==> src/rtl/pipeline_control.sv <==
// Hazard and sequencing controller for a 5-stage MIPS pipeline: drives PC/pipe-register enables and flushes.
// Latency: enables/flushes are combinational from state and inputs; FSM state and perf counters update on CLK.
// Backpressure: imem/dmem wait and load-use hold the upstream stages; halt drains the pipe and then freezes it.
module pipeline_control #(
  parameter int CNT_W = 32
) (
  input  logic             CLK,
  input  logic             RST,
  input  logic             ihit,
  input  logic             dhit,
  input  logic             exmem_MemRead,
  input  logic             exmem_MemWrite,
  input  logic             branch_taken,
  input  logic             id_jump,
  input  logic             idex_MemRead,
  input  logic [4:0]       idex_rt,
  input  logic [4:0]       ifid_rs,
  input  logic [4:0]       ifid_rt,
  input  logic             idex_halt,
  input  logic             memwb_halt,
  output logic             pc_WEN,
  output logic             ifid_WEN,
  output logic             idex_WEN,
  output logic             exmem_WEN,
  output logic             memwb_WEN,
  output logic             ifid_flush,
  output logic             idex_flush,
  output logic             exmem_flush,
  output logic             memwb_flush,
  output logic             halted,
  output logic [CNT_W-1:0] stall_count,
  output logic [CNT_W-1:0] flush_count
);

  typedef enum logic [1:0] {
    RUN    = 2'd0,
    DRAIN  = 2'd1,
    HALTED = 2'd2
  } state_t;

  state_t           state_q, state_d;
  logic [CNT_W-1:0] stall_q, stall_d;
  logic [CNT_W-1:0] flush_q, flush_d;
  logic             flush_evt;
  logic             dmem_pending;
  logic             load_use;

  // A memory op sitting in EX/MEM that has not completed freezes everything up to MEM.
  assign dmem_pending = (exmem_MemRead | exmem_MemWrite) & ~dhit;

  // Register 0 is never a real dependency, so idex_rt==0 can never stall.
  assign load_use = idex_MemRead & (idex_rt != 5'd0) &
                    ((idex_rt == ifid_rs) | (idex_rt == ifid_rt));

  // Next-state and enable/flush decode; rules are checked in priority order.
  always_comb begin
    state_d     = state_q;
    pc_WEN      = 1'b1;
    ifid_WEN    = 1'b1;
    idex_WEN    = 1'b1;
    exmem_WEN   = 1'b1;
    memwb_WEN   = 1'b1;
    ifid_flush  = 1'b0;
    idex_flush  = 1'b0;
    exmem_flush = 1'b0;
    memwb_flush = 1'b0;
    halted      = 1'b0;
    flush_evt   = 1'b0;

    if (RST) begin
      // Hold every register and load bubbles until reset releases.
      pc_WEN      = 1'b0;
      ifid_WEN    = 1'b0;
      idex_WEN    = 1'b0;
      exmem_WEN   = 1'b0;
      memwb_WEN   = 1'b0;
      ifid_flush  = 1'b1;
      idex_flush  = 1'b1;
      exmem_flush = 1'b1;
      memwb_flush = 1'b1;
      state_d     = RUN;
    end else begin
      case (state_q)
        RUN: begin
          if (dmem_pending) begin
            // Freeze up to MEM; WB receives a bubble so the stalled op is not retired twice.
            pc_WEN      = 1'b0;
            ifid_WEN    = 1'b0;
            idex_WEN    = 1'b0;
            exmem_WEN   = 1'b0;
            memwb_flush = 1'b1;
          end else if (branch_taken) begin
            // PC takes the target; the three younger wrong-path instructions are squashed.
            ifid_flush  = 1'b1;
            idex_flush  = 1'b1;
            exmem_flush = 1'b1;
            flush_evt   = 1'b1;
          end else if (load_use) begin
            // Hold PC and IF/ID one cycle, insert a bubble into EX behind the load.
            pc_WEN      = 1'b0;
            ifid_WEN    = 1'b0;
            idex_flush  = 1'b1;
          end else if (id_jump) begin
            // Squash the delay-slot fetch; if the fetch has not returned, retry the jump next cycle.
            ifid_flush  = 1'b1;
            if (ihit) begin
              flush_evt = 1'b1;
            end else begin
              pc_WEN    = 1'b0;
            end
          end else if (!ihit) begin
            // Fetch still outstanding: hold PC and feed a NOP into ID.
            pc_WEN      = 1'b0;
            ifid_flush  = 1'b1;
          end

          if (idex_halt && !dmem_pending && !branch_taken) begin
            state_d = DRAIN;
          end
        end

        DRAIN: begin
          // No new instructions enter while the halt walks down to WB.
          pc_WEN     = 1'b0;
          ifid_flush = 1'b1;
          if (dmem_pending) begin
            ifid_WEN    = 1'b0;
            idex_WEN    = 1'b0;
            exmem_WEN   = 1'b0;
            memwb_flush = 1'b1;
          end else if (branch_taken) begin
            // The halt was on a wrong path: redirect and resume normal execution.
            pc_WEN      = 1'b1;
            idex_flush  = 1'b1;
            exmem_flush = 1'b1;
            flush_evt   = 1'b1;
            state_d     = RUN;
          end else if (memwb_halt) begin
            state_d = HALTED;
          end
        end

        HALTED: begin
          pc_WEN    = 1'b0;
          ifid_WEN  = 1'b0;
          idex_WEN  = 1'b0;
          exmem_WEN = 1'b0;
          memwb_WEN = 1'b0;
          halted    = 1'b1;
        end

        default: begin
          state_d = RUN;
        end
      endcase
    end
  end

  // Saturating counters: stall cycles are any active cycle with the PC held, flushes are squash events.
  always_comb begin
    stall_d = stall_q;
    flush_d = flush_q;
    if ((state_q == RUN || state_q == DRAIN) && !pc_WEN && (stall_q != {CNT_W{1'b1}})) begin
      stall_d = stall_q + CNT_W'(1);
    end
    if (flush_evt && (flush_q != {CNT_W{1'b1}})) begin
      flush_d = flush_q + CNT_W'(1);
    end
  end

  // State register with synchronous reset.
  always_ff @(posedge CLK) begin
    if (RST) begin
      state_q <= RUN;
    end else begin
      state_q <= state_d;
    end
  end

  // Performance counter registers, cleared by reset.
  always_ff @(posedge CLK) begin
    if (RST) begin
      stall_q <= '0;
      flush_q <= '0;
    end else begin
      stall_q <= stall_d;
      flush_q <= flush_d;
    end
  end

  assign stall_count = stall_q;
  assign flush_count = flush_q;

endmodule

==> config.mk <==
export PLATFORM = sky130hd
export DESIGN_NAME = pipeline_control
export DESIGN_NICKNAME = d
export VERILOG_FILES = /design/src/rtl/pipeline_control.sv
export SDC_FILE = /design/constraint.sdc
export NUM_CORES = 1
export LEC_CHECK = 0
export CORE_UTILIZATION = 29
export DETAILED_ROUTE_END_ITERATION = 8
export RECOVER_POWER = 25
export SLEW_MARGIN = 10
export SYNTH_ARGS = -nofsm -noshare
export SYNTH_HDL_FRONTEND = slang
export SYNTH_SLANG_ARGS = --single-unit
==> constraint.sdc <==
create_clock -name CLK -period 5.9 [get_ports CLK]
set_input_delay 1.77 -clock CLK [delete_from_list [all_inputs] [get_ports CLK]]
set_output_delay 1.77 -clock CLK [all_outputs]
set_load 0.05 [all_outputs]
==> out/summary.txt <==
clk_lat worst skew: 0.34 ns
mux contribution to synthesized area: 0.279%
Final Hold Fails: 0
total setup buffers inserted after CTS: 0
Clock Path Buffers: 2
CP cell instances: dlygate4sd3_1, o21bai_1, o21ai_1, nor2_1, clkdlybuf4s50_1
Synth Flop Type: dfxtp_1
slew margin rel.: 35.1%
Simple-Gate Fraction of Synth Area: 36.7%
# IOs: 100
Post-Synth Adder-Cell Area: 0.697%
WP buf/inv: 2
WS Path Type: in -> out
Clk Tree Root Cell: clkbuf_16
Detailed Place HPWL: 6.92 mm
Final Cell Area: 5010 um2
total grt overflow: 0
hold_buf cts: 0
# fillers: 1237
row cnt: 40
met1 Track Usage GR: 19.0%
Leakage Power: 0.00176 uW
Post-CTS Resized: 0
Yosys top cell area share: 36.8%
RSZ-0062 raised after global routing: false
largest net degree at the start of global routing: 69
core box area: 12100 um2
ratio of cells with drive above 1 in the final layout: 7.05%
clk sink count: 66
Syn Std Cell Area: 3590 um2
M3 GR Usage: 5.62%
Routed Antenna Nets: 0
Vias: 3568
transition time at the pin with the least slew margin: 0.973 ns
crit-path leading delay family: buffers and inverters
status: complete, no violations
Max-cap violations: 0
Data arrival, critical path: 3.78 ns
Layout Skew: 0.00578 ns
# nets final: 562
Synthesized Nets: 472
Pwr Density: 214 nW/um2
Fin Setup TNS: 0 ns
CP endpoint kind: output port
CP Data Required Time: 4.13 ns
xor-xnor portion of the synthesized cell area: 13.9%
met2 usage: 27.6%
Synth async-reset ratio: 0%
largest area contributor in the netlist: dfxtp_1
Post-Route WL: 9.88 mm
Starting Density: 29.8%
leading cell types in the layout, fill and taps excluded: 73 x nor2_1, 66 x dfxtp_1, 59 x clkdlybuf4s50_1, 36 x nand3_1
Post-Synthesis Cells: 444
drt drc: 0
diode count: 0
Avg WL per Cell: 14.0 um
CTS tree: yes
Starting DRT DRC Count: 188
CP Max Fanout: 5
number of global-route vias before repair: 3389
initial antenna violation count: 0
Area after DPL: 4740 um2
Hold Path Class: reg -> reg
IR drop worst, VDD: 0.124 mV
ranking of synthesized cells by area: dfxtp_1 37%, xnor2_1 8.3%, nor2_1 7.6%
Num CTS Buffers: 9
vias per cell: 5.05
compound-gate portion of the synthesized area: 8.36%
register area share after synthesis: 36.8%
overall power: 1070 uW
GPL Wtd Cong: 0.867
die footprint: 12800 um2
worst stage delay on the critical path: 0.83 ns
most common cell after layout, fill and taps aside: nor2_1
Slowest-stage cell, CP: clkdlybuf4s50_1
Yosys cell types: 48
Pre-antenna DRT Iters: 4
Die Ht: 113 um
Syn. warnings: 0
H-tree depth: 3
IO buf count: 99
Post-synth EDFFs: 0
Clock transition at path regs: 0.06 ns
final worst path period need: 5.55 ns
final worst-path cycle share: 94.0%
Mapped Avg Cell Area: 8.09 um2
largest family of logic cells by synthesized area: simple AND/OR/NAND/NOR gates
gr busiest metal: met2
pins over their slew limit: 0
Final Setup Violations: 0
FF+latch count, synth: 66
Layout area overhead: 39.5%
Tot GR Track Use: 16.1%
die width: 113 um
Setup crit start kind: input port
fmax: 180 MHz
first-pass GRT wire length: 16.5 mm
[cell families (layout without fill, tap and decap cells)]
| logic type | Yosys count | count (layout) |
|---|---|---|
| buffers and inverters | 29 | 124 |
| AO/OA/AOI/OAI | 48 | 48 |
| XOR/XNOR | 57 | 57 |
| flip-flops | 66 | 66 |
| multiplexers | 1 | 1 |
| adder cells (fa/ha/maj) | 2 | 2 |
| AND/OR/NAND/NOR | 241 | 241 |
[worst min-delay path, cell delays in order, from the launching register on]
cell and delay (ns):
dfxtp_1 0.33, o31ai_1 0.07, a21oi_1 0.05
[layout make-up]
class                           instances  area (um2)  area share [%]
Clock buffer                           13         250            5.00
Tap cell                              168         210            4.20
Inverter                                8        30.0           0.600
Timing Repair Buffer                  100        1030            20.6
Sequential cell                        66        1320            26.4
Clock inverter                          3        15.0           0.300
Multi-Input combinational cell        349        2150            42.9
[state kept, by name, indices dropped and copies added, names as in the netlist]
register     cells
stall_count     32
flush_count     32
state_q          2
[layer usage]
metal / vias up / routed length [um]
met4: 0 / 136
li1: 1752 / -
met5: - / 0
met2: 105 / 4760
met3: 14 / 544
met1: 1697 / 4440
[synth_stat cells (2+ instances only)]
cell type / number
a21o_1: 2
a21oi_1: 16
a31o_2: 2
a31oi_1: 5
and2_0: 2
and2_1: 4
and3_1: 14
and4_1: 11
buf_2: 5
clkbuf_1: 14
dfxtp_1: 66
ha_1: 2
inv_1: 8
nand2_1: 30
nand2b_1: 4
nand3_1: 36
nand4_1: 20
nand4b_1: 2
nor2_1: 73
nor3_1: 11
nor3_2: 5
nor4_2: 6
nor4b_1: 3
o21ai_0: 11
o31ai_1: 2
or3_1: 9
or4_1: 5
xnor2_1: 34
xor2_1: 23
[power breakdown]
part	switching [uW]	internal [uW]	total, uW
registers	6.79	451	458
logic	77.4	49.9	127
clock network	195	294	489
total	280	795	1070
[path summary, 6_finish.rpt]
path,start,to,slack [ns],depth (start not counted)
max,exmem_MemWrite,exmem_WEN,0.35,5
min,flush_count[11],flush_count[11],0.50,2
max reg2reg,stall_count[7],stall_count[13],3.13,7
min reg2reg,flush_count[11],flush_count[11],0.50,2
[per-stage QoR]
| step | utilization [%] | hold WS (ns) | cells | setup slack (ns) |
|---|---|---|---|---|
| 6_report | 41.5 | 0.504 | 707 | 0.354 |
| 5_1_grt | 41.5 | 0.534 | 707 | 0.250 |
| 4_1_cts | 41.5 | 0.508 | 707 | 0.454 |
| 3_5_place_dp | 39.3 | 0.495 | 691 | 0.457 |
| 3_3_place_gp | 39.3 | 0.491 | 691 | 0.535 |
| 2_1_floorplan | - | 0.510 | 444 | 0.558 |
Power figures use the tool's default switching activity.
